--- src/rtl/minisys_pkg.sv ---
// Shared constants and types for the minisys IF stage.
package minisys_pkg;

  localparam logic [31:0] NOP_INSTR    = '0;
  localparam logic [31:0] RESET_PC_DEF = 32'h0000_0000;

  localparam logic [5:0] OP_REGIMM = 6'b000001;
  localparam logic [5:0] OP_J      = 6'b000010;
  localparam logic [5:0] OP_JAL    = 6'b000011;
  localparam logic [5:0] OP_BEQ    = 6'b000100;
  localparam logic [5:0] OP_BNE    = 6'b000101;
  localparam logic [5:0] OP_BLEZ   = 6'b000110;
  localparam logic [5:0] OP_BGTZ   = 6'b000111;

  // Next-PC source, listed from highest to lowest priority.
  typedef enum logic [2:0] {
    NPC_HOLD,
    NPC_JR,
    NPC_J,
    NPC_FALLBACK,
    NPC_TAKEN,
    NPC_SEQ
  } npc_sel_e;

  // Predicted-taken target: PC+4 plus the sign-extended word offset.
  function automatic logic [31:0] branch_target(input logic [31:0] pc_plus_4,
                                                input logic [15:0] imm);
    return pc_plus_4 + {{14{imm[15]}}, imm, 2'b00};
  endfunction

endpackage

--- src/rtl/ifetch_predict_if.sv ---
// Fetch-side bus: instruction memory, ID redirect feedback and IF/ID latch.
interface ifetch_predict_if;
  logic [31:0] IF_instruction;
  logic        IFBranch;
  logic        id_stall;
  logic        nBranch;
  logic        J;
  logic        JR;
  logic [31:0] rs;
  logic [31:0] PC;
  logic [5:0]  IF_op;
  logic [31:0] ID_instruction;
  logic [31:0] ID_PC_plus_4;

  modport master (
    input  IF_instruction, IFBranch, id_stall, nBranch, J, JR, rs,
    output PC, IF_op, ID_instruction, ID_PC_plus_4
  );

  modport slave (
    output IF_instruction, IFBranch, id_stall, nBranch, J, JR, rs,
    input  PC, IF_op, ID_instruction, ID_PC_plus_4
  );
endinterface

--- src/rtl/sat_counter.sv ---
// Saturating up-counter with asynchronous active-low reset.
module sat_counter #(
  parameter int unsigned W = 16
) (
  input  logic         clock,
  input  logic         reset,
  input  logic         inc,
  output logic [W-1:0] count
);

  // Count up on inc, sticking at all-ones.
  always_ff @(posedge clock or negedge reset) begin
    if (!reset) begin
      count <= '0;
    end else if (inc && (count != '1)) begin
      count <= count + W'(1);
    end
  end

endmodule

--- src/rtl/ifetch_predict.sv ---
// IF stage: PC register, static predict-taken next-PC mux, IF/ID latch
// and branch/mispredict statistics.
module ifetch_predict
  import minisys_pkg::*;
#(
  parameter logic [31:0] RESET_PC = RESET_PC_DEF,
  parameter int unsigned CNT_W    = 16
) (
  input  logic                 clock,
  input  logic                 reset,
  ifetch_predict_if.master     bus,
  output logic [CNT_W-1:0]     branch_count,
  output logic [CNT_W-1:0]     mispredict_count
);

  logic [31:0] pc_q, pc_d;
  logic [31:0] ir_q, ir_d;
  logic [31:0] ip4_q, ip4_d;
  logic [31:0] fb_q, fb_d;
  logic        isb_q, isb_d;
  logic [31:0] pc_plus_4;
  npc_sel_e    sel;
  logic        br_inc;
  logic        mp_inc;

  assign pc_plus_4 = pc_q + 32'd4;

  // Pick the next-PC source by fixed priority.
  always_comb begin
    sel = NPC_SEQ;
    if (bus.id_stall)     sel = NPC_HOLD;
    else if (bus.JR)      sel = NPC_JR;
    else if (bus.J)       sel = NPC_J;
    else if (bus.nBranch) sel = NPC_FALLBACK;
    else if (bus.IFBranch) sel = NPC_TAKEN;
  end

  // Next values for PC, IF/ID latch and prediction state.
  always_comb begin
    pc_d  = pc_q;
    ir_d  = ir_q;
    ip4_d = ip4_q;
    fb_d  = fb_q;
    isb_d = isb_q;
    unique case (sel)
      NPC_HOLD: ;
      NPC_JR: begin
        pc_d  = bus.rs;
        ir_d  = NOP_INSTR;
        ip4_d = '0;
        isb_d = 1'b0;
      end
      NPC_J: begin
        pc_d  = {ip4_q[31:28], ir_q[25:0], 2'b00};
        ir_d  = NOP_INSTR;
        ip4_d = '0;
        isb_d = 1'b0;
      end
      NPC_FALLBACK: begin
        pc_d  = fb_q;
        ir_d  = NOP_INSTR;
        ip4_d = '0;
        isb_d = 1'b0;
      end
      NPC_TAKEN: begin
        pc_d  = branch_target(pc_plus_4, bus.IF_instruction[15:0]);
        fb_d  = pc_plus_4;
        ir_d  = bus.IF_instruction;
        ip4_d = pc_plus_4;
        isb_d = 1'b1;
      end
      default: begin
        pc_d  = pc_plus_4;
        ir_d  = bus.IF_instruction;
        ip4_d = pc_plus_4;
        isb_d = 1'b0;
      end
    endcase
  end

  // PC, IF/ID and fallback registers.
  always_ff @(posedge clock or negedge reset) begin
    if (!reset) begin
      pc_q  <= RESET_PC;
      ir_q  <= NOP_INSTR;
      ip4_q <= '0;
      fb_q  <= '0;
      isb_q <= 1'b0;
    end else begin
      pc_q  <= pc_d;
      ir_q  <= ir_d;
      ip4_q <= ip4_d;
      fb_q  <= fb_d;
      isb_q <= isb_d;
    end
  end

  // A mispredict is only counted when it actually redirects fetch; a
  // concurrent J/JR means the ID instruction is not a branch.
  assign br_inc = isb_q && !bus.id_stall;
  assign mp_inc = (sel == NPC_FALLBACK);

  sat_counter #(.W(CNT_W)) u_branch_cnt (
    .clock (clock),
    .reset (reset),
    .inc   (br_inc),
    .count (branch_count)
  );

  sat_counter #(.W(CNT_W)) u_mispredict_cnt (
    .clock (clock),
    .reset (reset),
    .inc   (mp_inc),
    .count (mispredict_count)
  );

  assign bus.PC             = pc_q;
  assign bus.IF_op          = bus.IF_instruction[31:26];
  assign bus.ID_instruction = ir_q;
  assign bus.ID_PC_plus_4   = ip4_q;

endmodule

--- src/flat_wrapper.sv ---
// flat-port wrapper written by rule: the top's interface ports become plain ports
module ifetch_predict_flat import minisys_pkg::*;
#(
  parameter logic [31:0] RESET_PC = RESET_PC_DEF,
  parameter int unsigned CNT_W    = 16
)
  (clock, reset, branch_count, mispredict_count, bus_IF_instruction, bus_IFBranch, bus_id_stall, bus_nBranch, bus_J, bus_JR, bus_rs, bus_PC, bus_IF_op, bus_ID_instruction, bus_ID_PC_plus_4);
  ifetch_predict_if bus_i ();
  input  logic clock;
  input  logic reset;
  output logic [CNT_W-1:0] branch_count;
  output logic [CNT_W-1:0] mispredict_count;
  input wire logic [$bits(bus_i.IF_instruction)-1:0] bus_IF_instruction;
  input wire logic [$bits(bus_i.IFBranch)-1:0] bus_IFBranch;
  input wire logic [$bits(bus_i.id_stall)-1:0] bus_id_stall;
  input wire logic [$bits(bus_i.nBranch)-1:0] bus_nBranch;
  input wire logic [$bits(bus_i.J)-1:0] bus_J;
  input wire logic [$bits(bus_i.JR)-1:0] bus_JR;
  input wire logic [$bits(bus_i.rs)-1:0] bus_rs;
  output wire logic [$bits(bus_i.PC)-1:0] bus_PC;
  output wire logic [$bits(bus_i.IF_op)-1:0] bus_IF_op;
  output wire logic [$bits(bus_i.ID_instruction)-1:0] bus_ID_instruction;
  output wire logic [$bits(bus_i.ID_PC_plus_4)-1:0] bus_ID_PC_plus_4;
  assign bus_i.IF_instruction = bus_IF_instruction;
  assign bus_i.IFBranch = bus_IFBranch;
  assign bus_i.id_stall = bus_id_stall;
  assign bus_i.nBranch = bus_nBranch;
  assign bus_i.J = bus_J;
  assign bus_i.JR = bus_JR;
  assign bus_i.rs = bus_rs;
  assign bus_PC = bus_i.PC;
  assign bus_IF_op = bus_i.IF_op;
  assign bus_ID_instruction = bus_i.ID_instruction;
  assign bus_ID_PC_plus_4 = bus_i.ID_PC_plus_4;
  ifetch_predict #(.RESET_PC(RESET_PC), .CNT_W(CNT_W)) u_core (.clock(clock), .reset(reset), .bus(bus_i), .branch_count(branch_count), .mispredict_count(mispredict_count));
endmodule
--- config.mk ---
export PLATFORM = sky130hd
export DESIGN_NAME = ifetch_predict_flat
export DESIGN_NICKNAME = d
export VERILOG_FILES = /design/src/rtl/minisys_pkg.sv /design/src/rtl/ifetch_predict_if.sv /design/src/rtl/sat_counter.sv /design/src/rtl/ifetch_predict.sv /design/src/flat_wrapper.sv
export SDC_FILE = /design/constraint.sdc
export NUM_CORES = 1
export LEC_CHECK = 0
export ABC_AREA = 1
export CORE_MARGIN = 5
export CORE_UTILIZATION = 45
export DETAILED_ROUTE_END_ITERATION = 8
export PLACE_DENSITY = 0.78
export SLEW_MARGIN = 10
export SYNTH_ARGS = -nofsm -noshare
export SYNTH_HDL_FRONTEND = slang
export SYNTH_SLANG_ARGS = --single-unit
--- constraint.sdc ---
create_clock -name clock -period 2.95 [get_ports clock]
set_input_delay 0.59 -clock clock [delete_from_list [all_inputs] [get_ports clock]]
set_output_delay 0.59 -clock clock [all_outputs]
set_load 0.01 [all_outputs]
==> results.cfg, run 1 <==
[run_status]
status = finished, final reports clean

[layout]
final_area_um2 = 15310
drive_gt1_share_pct = 23.70
layout_common_cells = nand2_1 (444), clkdlybuf4s50_1 (202), buf_4 (169)
area_growth_pct = 48.44
fill_cells = 1883
seq_area_um2 = 4040
stdcell_count = 2070
num-nets-final = 1880
diodes = 0
fin_util_pct = 67.83
final_common_cell = nand2_1
multiInputGateArea_um2 = 6225

[clock_network]
cts_tree = yes
cts.clk_slew.worst_paths_ps = 70
ctsHoldBuffers = 0
root_buffer = clkbuf_16
ctsLongestPathBuffers = 2
cts_inserted_buffers = 17
cts.sinks = 161
clock_latency_ps = 440
cts-htree-levels = 4

[die]
fp.coreArea_um2 = 22570
fp.dieH_um = 161.4
num_io_pins = 205
std_cell_rows = 55
die_area_um2 = 26050
die_w_um = 161.4
start_util_pct = 45.69

[sta]
setup_viol = 0
clock_skew_ps = 14.04
hold_viol_final = 0
period_share_pct = 98.38
rsz0062_at_grt = true
worst_slew_pin_slew_ps = 783.0
max_freq_ghz = 0.3446
fin_crit_ps = 2902
slew_violations = 0
max_slew_margin_pct = 47.80

[power_and_ir_drop]
seq_power_share_pct = 34.5
comb_power_share_pct = 35.8
p_per_area_nw_per_um2 = 510.0
intPower_mw = 4.976
p_leak_nw = 7.331
switching_power_mw = 2.832
swShare_pct = 36.27
clock_power_share_pct = 29.6
peakVddDrop_mv = 0.4310

[worst_setup_path]
cp-end-kind = register
criticalPathCategory = register to register
startpoint_type = register
required_ps = 3280
crit_fanout = 4
critPathArrivalTime_ps = 3230

[synthesis]
synth.avg_cell_area_um2 = 7.268
yosys-top-cells-area = dfrtp_1 (39%), nand2_1 (18%), inv_1 (5.7%)
synth.top_cell.area_share_pct = 39.06
yosysWarnings = 0
synth_area_leader_cell = dfrtp_1
syn_nets = 1527
yosys_register_bits = 161
ys_types = 50
synth-seq-area-share_pct = 39.06
syn_inst = 1419
syn-cell-area_um2 = 10310

[drt]
wl_um = 39910
vias = 11380
vias_per_cell = 5.496
ant_nets = 0
first_pass_iters = 6
route.detailed.drc = 0
wl_per_cell_um = 19.28
drt_iter0_drc = 1031

[placement]
gp_congestion = 0.9957
dp_cells = 2018
placed_area_um2 = 13710
io_buffers = 204
hpwlAfterDp_um = 30100

[global_route]
grt_antenna_before_repair = 1
grt_pass1_wl_um = 61790
grt_overflow_total = 0
globalRouteTotalUtil_pct = 29.91
grt_pass1_vias = 11360
grt_max_degree = 87

[min_path]
holdCritPathClass = primary input to asynchronous set/reset pin

[run]
maxCapViolations = 0
routing by layer:
metal	wire length, µm	vias to the layer above	global-route usage, %
met2	18420	495	47.40
li1	-	5318	-
met1	16510	5465	39.99
met4	1246	2	9.306
met3	3713	97	8.369
met5	18	-	0
sequential cells by signal, summed over array words and instances, names as in the netlist:
name	flops
u_core.u_branch_cnt.count	16
u_core.bus.ID_instruction	32
u_core.isb_q	1
u_core.bus.ID_PC_plus_4	32
u_core.u_mispredict_cnt.count	16
u_core.bus.PC	32
u_core.fb_q	32
stage by stage:
step           TNS, ps  total power, mW  setup slack (ps)  hold WS (ps)
3_3_place_gp     -1168            5.047            -177.4         463.3
5_1_grt         -607.5            8.182            -121.4         118.4
3_5_place_dp     -1435            5.078            -195.3         465.6
2_1_floorplan        0            3.817             116.8         294.4
6_report             0            7.808             47.78         80.75
4_1_cts         -166.0            7.423            -44.72         97.37
final cells by class:
type,instances,area share (%)
clock inverter,14,1.079
sequential,161,26.39
inverter,168,4.201
timing repair buffer,381,22.47
clock buffer,18,2.869
multi-input combinational,1043,40.66
tap,285,2.329
Yosys cell counts, drive strengths merged:
cell type and n:
a22oi 9, a21o 5, clkinv 1, o21ai 91, a32o 10, a22o 18
and2 5, a32oi 2, a21oi 35, xor2 24, o211ai 1, xnor2 15
a211oi 5, ha 36, or2 6, buf 27, nand3 74, o221ai 2
nand2 503, fa 1, nor3 21, o2111ai 4, clkbuf 20, a221oi 12
nand3b 6, nor4 6, nand4 30, a31o 1, nor2 107, o21a 1
dfrtp 161, inv 167, o21bai 7, o22ai 6
logic make-up (layout without fill, tap and decap cells):
logic type,count (synthesis),count (layout),synth area share (%)
AND/OR/NAND/NOR,758,758,31.55
buffers and inverters,215,581,8.456
AO/OA/AOI/OAI,209,209,12.91
flip-flops,161,161,39.06
XOR/XNOR,39,39,3.457
adder cells (fa/ha/maj),37,37,4.561
path summary, 6_finish.rpt:
kind / start / to / slack (ps) / cells past startpoint
hold reg to reg: u_core.bus.ID_PC_plus_4[13]$_DFFE_PN0P_ / u_core.bus.ID_PC_plus_4[13]$_DFFE_PN0P_ / 480 / 2
hold / removal: reset / u_core.fb_q[15]$_DFFE_PN0P_ / 80 / 1
setup / recovery: u_core.bus.PC[3]$_DFFE_PN0P_ / u_core.bus.PC[28]$_DFFE_PN0P_ / 50 / 22
setup reg to reg: u_core.bus.PC[3]$_DFFE_PN0P_ / u_core.bus.PC[28]$_DFFE_PN0P_ / 50 / 22
max in group asynchronous: reset / u_core.bus.PC[21]$_DFFE_PN0P_ / 2020 / 2
min in group clock: u_core.bus.ID_PC_plus_4[13]$_DFFE_PN0P_ / u_core.bus.ID_PC_plus_4[13]$_DFFE_PN0P_ / 480 / 2
power by group through the flow:
| stage | clock [mW] | combinational, mW | sequential [mW] |
|---|---|---|---|
| finish | 2.32 | 2.80 | 2.69 |
| floorplan | 0 | 1.07 | 2.74 |
| CTS | 2.33 | 2.41 | 2.68 |
| global placement | 0 | 2.34 | 2.71 |
| global route | 2.43 | 3.03 | 2.72 |
| detailed placement | 0 | 2.36 | 2.71 |
worst max-delay path, cell delays in order (launching register included):
cell and delay, ps:
dfrtp_1 390, buf_4 130, nand2_2 60, nor2_4 190, nand2_4 110, nor2_4 160
nand3_2 120, xor2_2 240, inv_2 90, buf_4 150, ha_4 260, nand2_1 60
nand2_2 120, o21bai_4 150, inv_1 70, nand2_2 80, nand2_2 60, nand3_1 60
nand2_1 50, nand3_1 80, nand2_1 50, nand2_1 70, nand2_1 50
repair_timing:
item	in CTS	in global routing
gates resized for setup	22	200
setup endpoints to repair	15	23
pin swaps	3	73
buffers inserted	3	17
Note: power is estimated with default switching activity, not from simulation.
==> run 2, diff against run 1 <==
==> constraint.sdc (replaced) <==
create_clock -name clock -period 2.95 [get_ports clock]
set_input_delay 0.59 -clock clock [delete_from_list [all_inputs] [get_ports clock]]
set_output_delay 0.59 -clock clock [all_outputs]
set_load 0.05 [all_outputs]
==> run 2 against run 1 <==
  * Non-clock buffer count decreased by 13
  * Cell count down 0.63%
  * Clock power fell by 3%
  * Sequential share of layout area increased by 0.32 points
  * Combinational power is 14% higher
  * Critical path type unchanged
  * Clock skew fell by 6.1 ps
  * Critical endpoint is now u_core.bus.PC[31]$_DFFE_PN0P_
  * Largest cell class unchanged
  * Wire length increased by 1.3%
  * Sequential power hardly changed
  * First-iteration DRC count increased by 0.19%
==> results.cfg, run 2 (synthesized netlist as in run 1, its figures left out) <==
[clock_network]
cts_inserted_buffers = 17
root_buffer = clkbuf_16
cts.clk_slew.worst_paths_ps = 80
clock_latency_ps = 440
cts-htree-levels = 4
cts_tree = yes
ctsHoldBuffers = 0
ctsLongestPathBuffers = 2
cts.sinks = 161

[power_and_ir_drop]
peakVddDrop_mv = 0.6926
p_per_area_nw_per_um2 = 538.3
finalPower_mw = 8.150
p_leak_nw = 7.241

[sta]
setup_viol = 0
worst_slew_pin_slew_ps = 752.4
clock_skew_ps = 7.941
fin_crit_ps = 2905
period_share_pct = 98.47
tns_ps = 0
slew_violations = 0
setup_ws_ps = 45.26
max_freq_ghz = 0.3443
hold_viol_final = 0
max_slew_margin_pct = 49.84
rsz0062_at_grt = true

[placement]
hpwlAfterDp_um = 30530
io_buffers = 204
placed_area_um2 = 13600
gp_congestion = 0.9903
pre_cts_ws_ps = -187.1

[worst_setup_path]
cp.buffers_inverters = 3
crit_slowest_cell = dfrtp_1
cp-end-kind = register
cp_num_cells = 19
path_delay_family = simple AND/OR/NAND/NOR gates
cp_common_cell = nand2_1
path_cells = nand2_2, buf_6, nor3_4, buf_6, nand3_4, nor3_4, xor2_2, ha_4, a21o_1, nor2_1, nand2_1, inv_2, nand2_2, a21oi_2, nand2_1, nand3_1, nand2_1, nand2_1, nand2_1
cpPeakStageDelay_ps = 430
required_ps = 3280
startpoint_type = register
rr_worst_depth = 19
crit_fanout = 4
criticalPathCategory = register to register
critPathArrivalTime_ps = 3240

[layout]
final_area_um2 = 15140
final_common_cell = nand2_1
drive_gt1_share_pct = 22.80
layout_common_cells = nand2_1 (446), clkdlybuf4s50_1 (202), buf_4 (158)
num-nets-final = 1867
fin_util_pct = 67.08
area_growth_pct = 46.80
diodes = 0

[die]
die_area_um2 = 26050
std_cell_rows = 55
start_util_pct = 45.69
fp.coreArea_um2 = 22570
fp.dieH_um = 161.4
die_w_um = 161.4
num_io_pins = 205

[global_route]
grt_max_degree = 71
grt_pass1_vias = 11310
grt_antenna_before_repair = 2
globalRouteTotalUtil_pct = 30.38
grt_pass1_wl_um = 62090
grt_overflow_total = 0

[drt]
ant_nets = 0
route.detailed.drc = 0
drt_iter0_drc = 1033
wl_per_cell_um = 19.66
wl_um = 40450
first_pass_iters = 5
vias = 11250
vias_per_cell = 5.468

[min_path]
holdCritPathClass = primary input to asynchronous set/reset pin

[run]
maxCapViolations = 0

[run_status]
status = finished, final reports clean
==> run 2: cell count changes in the layout (fill, tap and decap cells not counted), moves of 4 or more <==
cell and change:
o21ai_1 +6, buf_4 -11, a21oi_1 +4, ha_4 +4, inv_1 +6, nand2_4 -5, o21ai_0 -5, nand2_2 +4
==> run 2: through the flow <==
step	std cells	hold slack [ps]
after global routing	2057	213.4
after global placement	2004	462.0
after detailed placement	2004	465.5
final	2057	148.8
after CTS	2042	192.9
after floorplan	1419	294.4
==> run 2: power breakdown <==
| part | total [mW] | switching [mW] | internal [mW] |
|---|---|---|---|
| registers | 2.69 | 0.233 | 2.46 |
| clock network | 2.26 | 1.12 | 1.14 |
| logic | 3.20 | 1.96 | 1.24 |
==> run 2: layout make-up <==
| cell class | count | area (µm²) |
|---|---|---|
| Fill cell | 1921 | 7431 |
| Multi-Input combinational cell | 1043 | 6195 |
| Sequential cell | 161 | 4044 |
| Timing Repair Buffer | 368 | 3327 |
| Inverter | 168 | 633.1 |
| Clock buffer | 17 | 425.4 |
| Tap cell | 285 | 356.6 |
| Clock inverter | 15 | 160.2 |
==> run 2: path summary, 6_finish.rpt <==
check / from / endpoint / slack [ps]
setup / recovery: u_core.bus.PC[13]$_DFFE_PN0P_ / u_core.bus.PC[31]$_DFFE_PN0P_ / 50
hold / removal: reset / u_core.bus.ID_instruction[16]$_DFFE_PN0P_ / 150
setup reg to reg: u_core.bus.PC[13]$_DFFE_PN0P_ / u_core.bus.PC[31]$_DFFE_PN0P_ / 50
hold reg to reg: u_core.bus.ID_PC_plus_4[12]$_DFFE_PN0P_ / u_core.bus.ID_PC_plus_4[12]$_DFFE_PN0P_ / 490
max in group asynchronous: reset / u_core.bus.ID_PC_plus_4[6]$_DFFE_PN0P_ / 1990
min in group clock: u_core.bus.ID_PC_plus_4[12]$_DFFE_PN0P_ / u_core.bus.ID_PC_plus_4[12]$_DFFE_PN0P_ / 490
==> run 2: layer usage <==
layer	part of all wire, %	track usage (%)	vias up
met1	41	40.10	5330
li1	-	-	5300
met3	9.4	7.936	79
met4	3.2	10.28	4
met2	47	48.76	534
met5	0.052	0	-
==> run 2: repair_timing <==
action                                  4_1_cts  5_1_grt
resized for setup                            23      178
endpoints found under the setup margin       17       23
gates cloned                                  0        0
buffers inserted                              6       15
pin swaps                                     4       57
==> run 2: worst reg2reg max path: cells and delay by family, from the launching register on <==
family / cells / cell delay (ps)
XOR/XNOR: 1 / 320
AO/OA/AOI/OAI: 2 / 260
AND/OR/NAND/NOR: 12 / 1170
adder cells (fa/ha/maj): 1 / 270
buffers and inverters: 3 / 340
flip-flops: 1 / 430
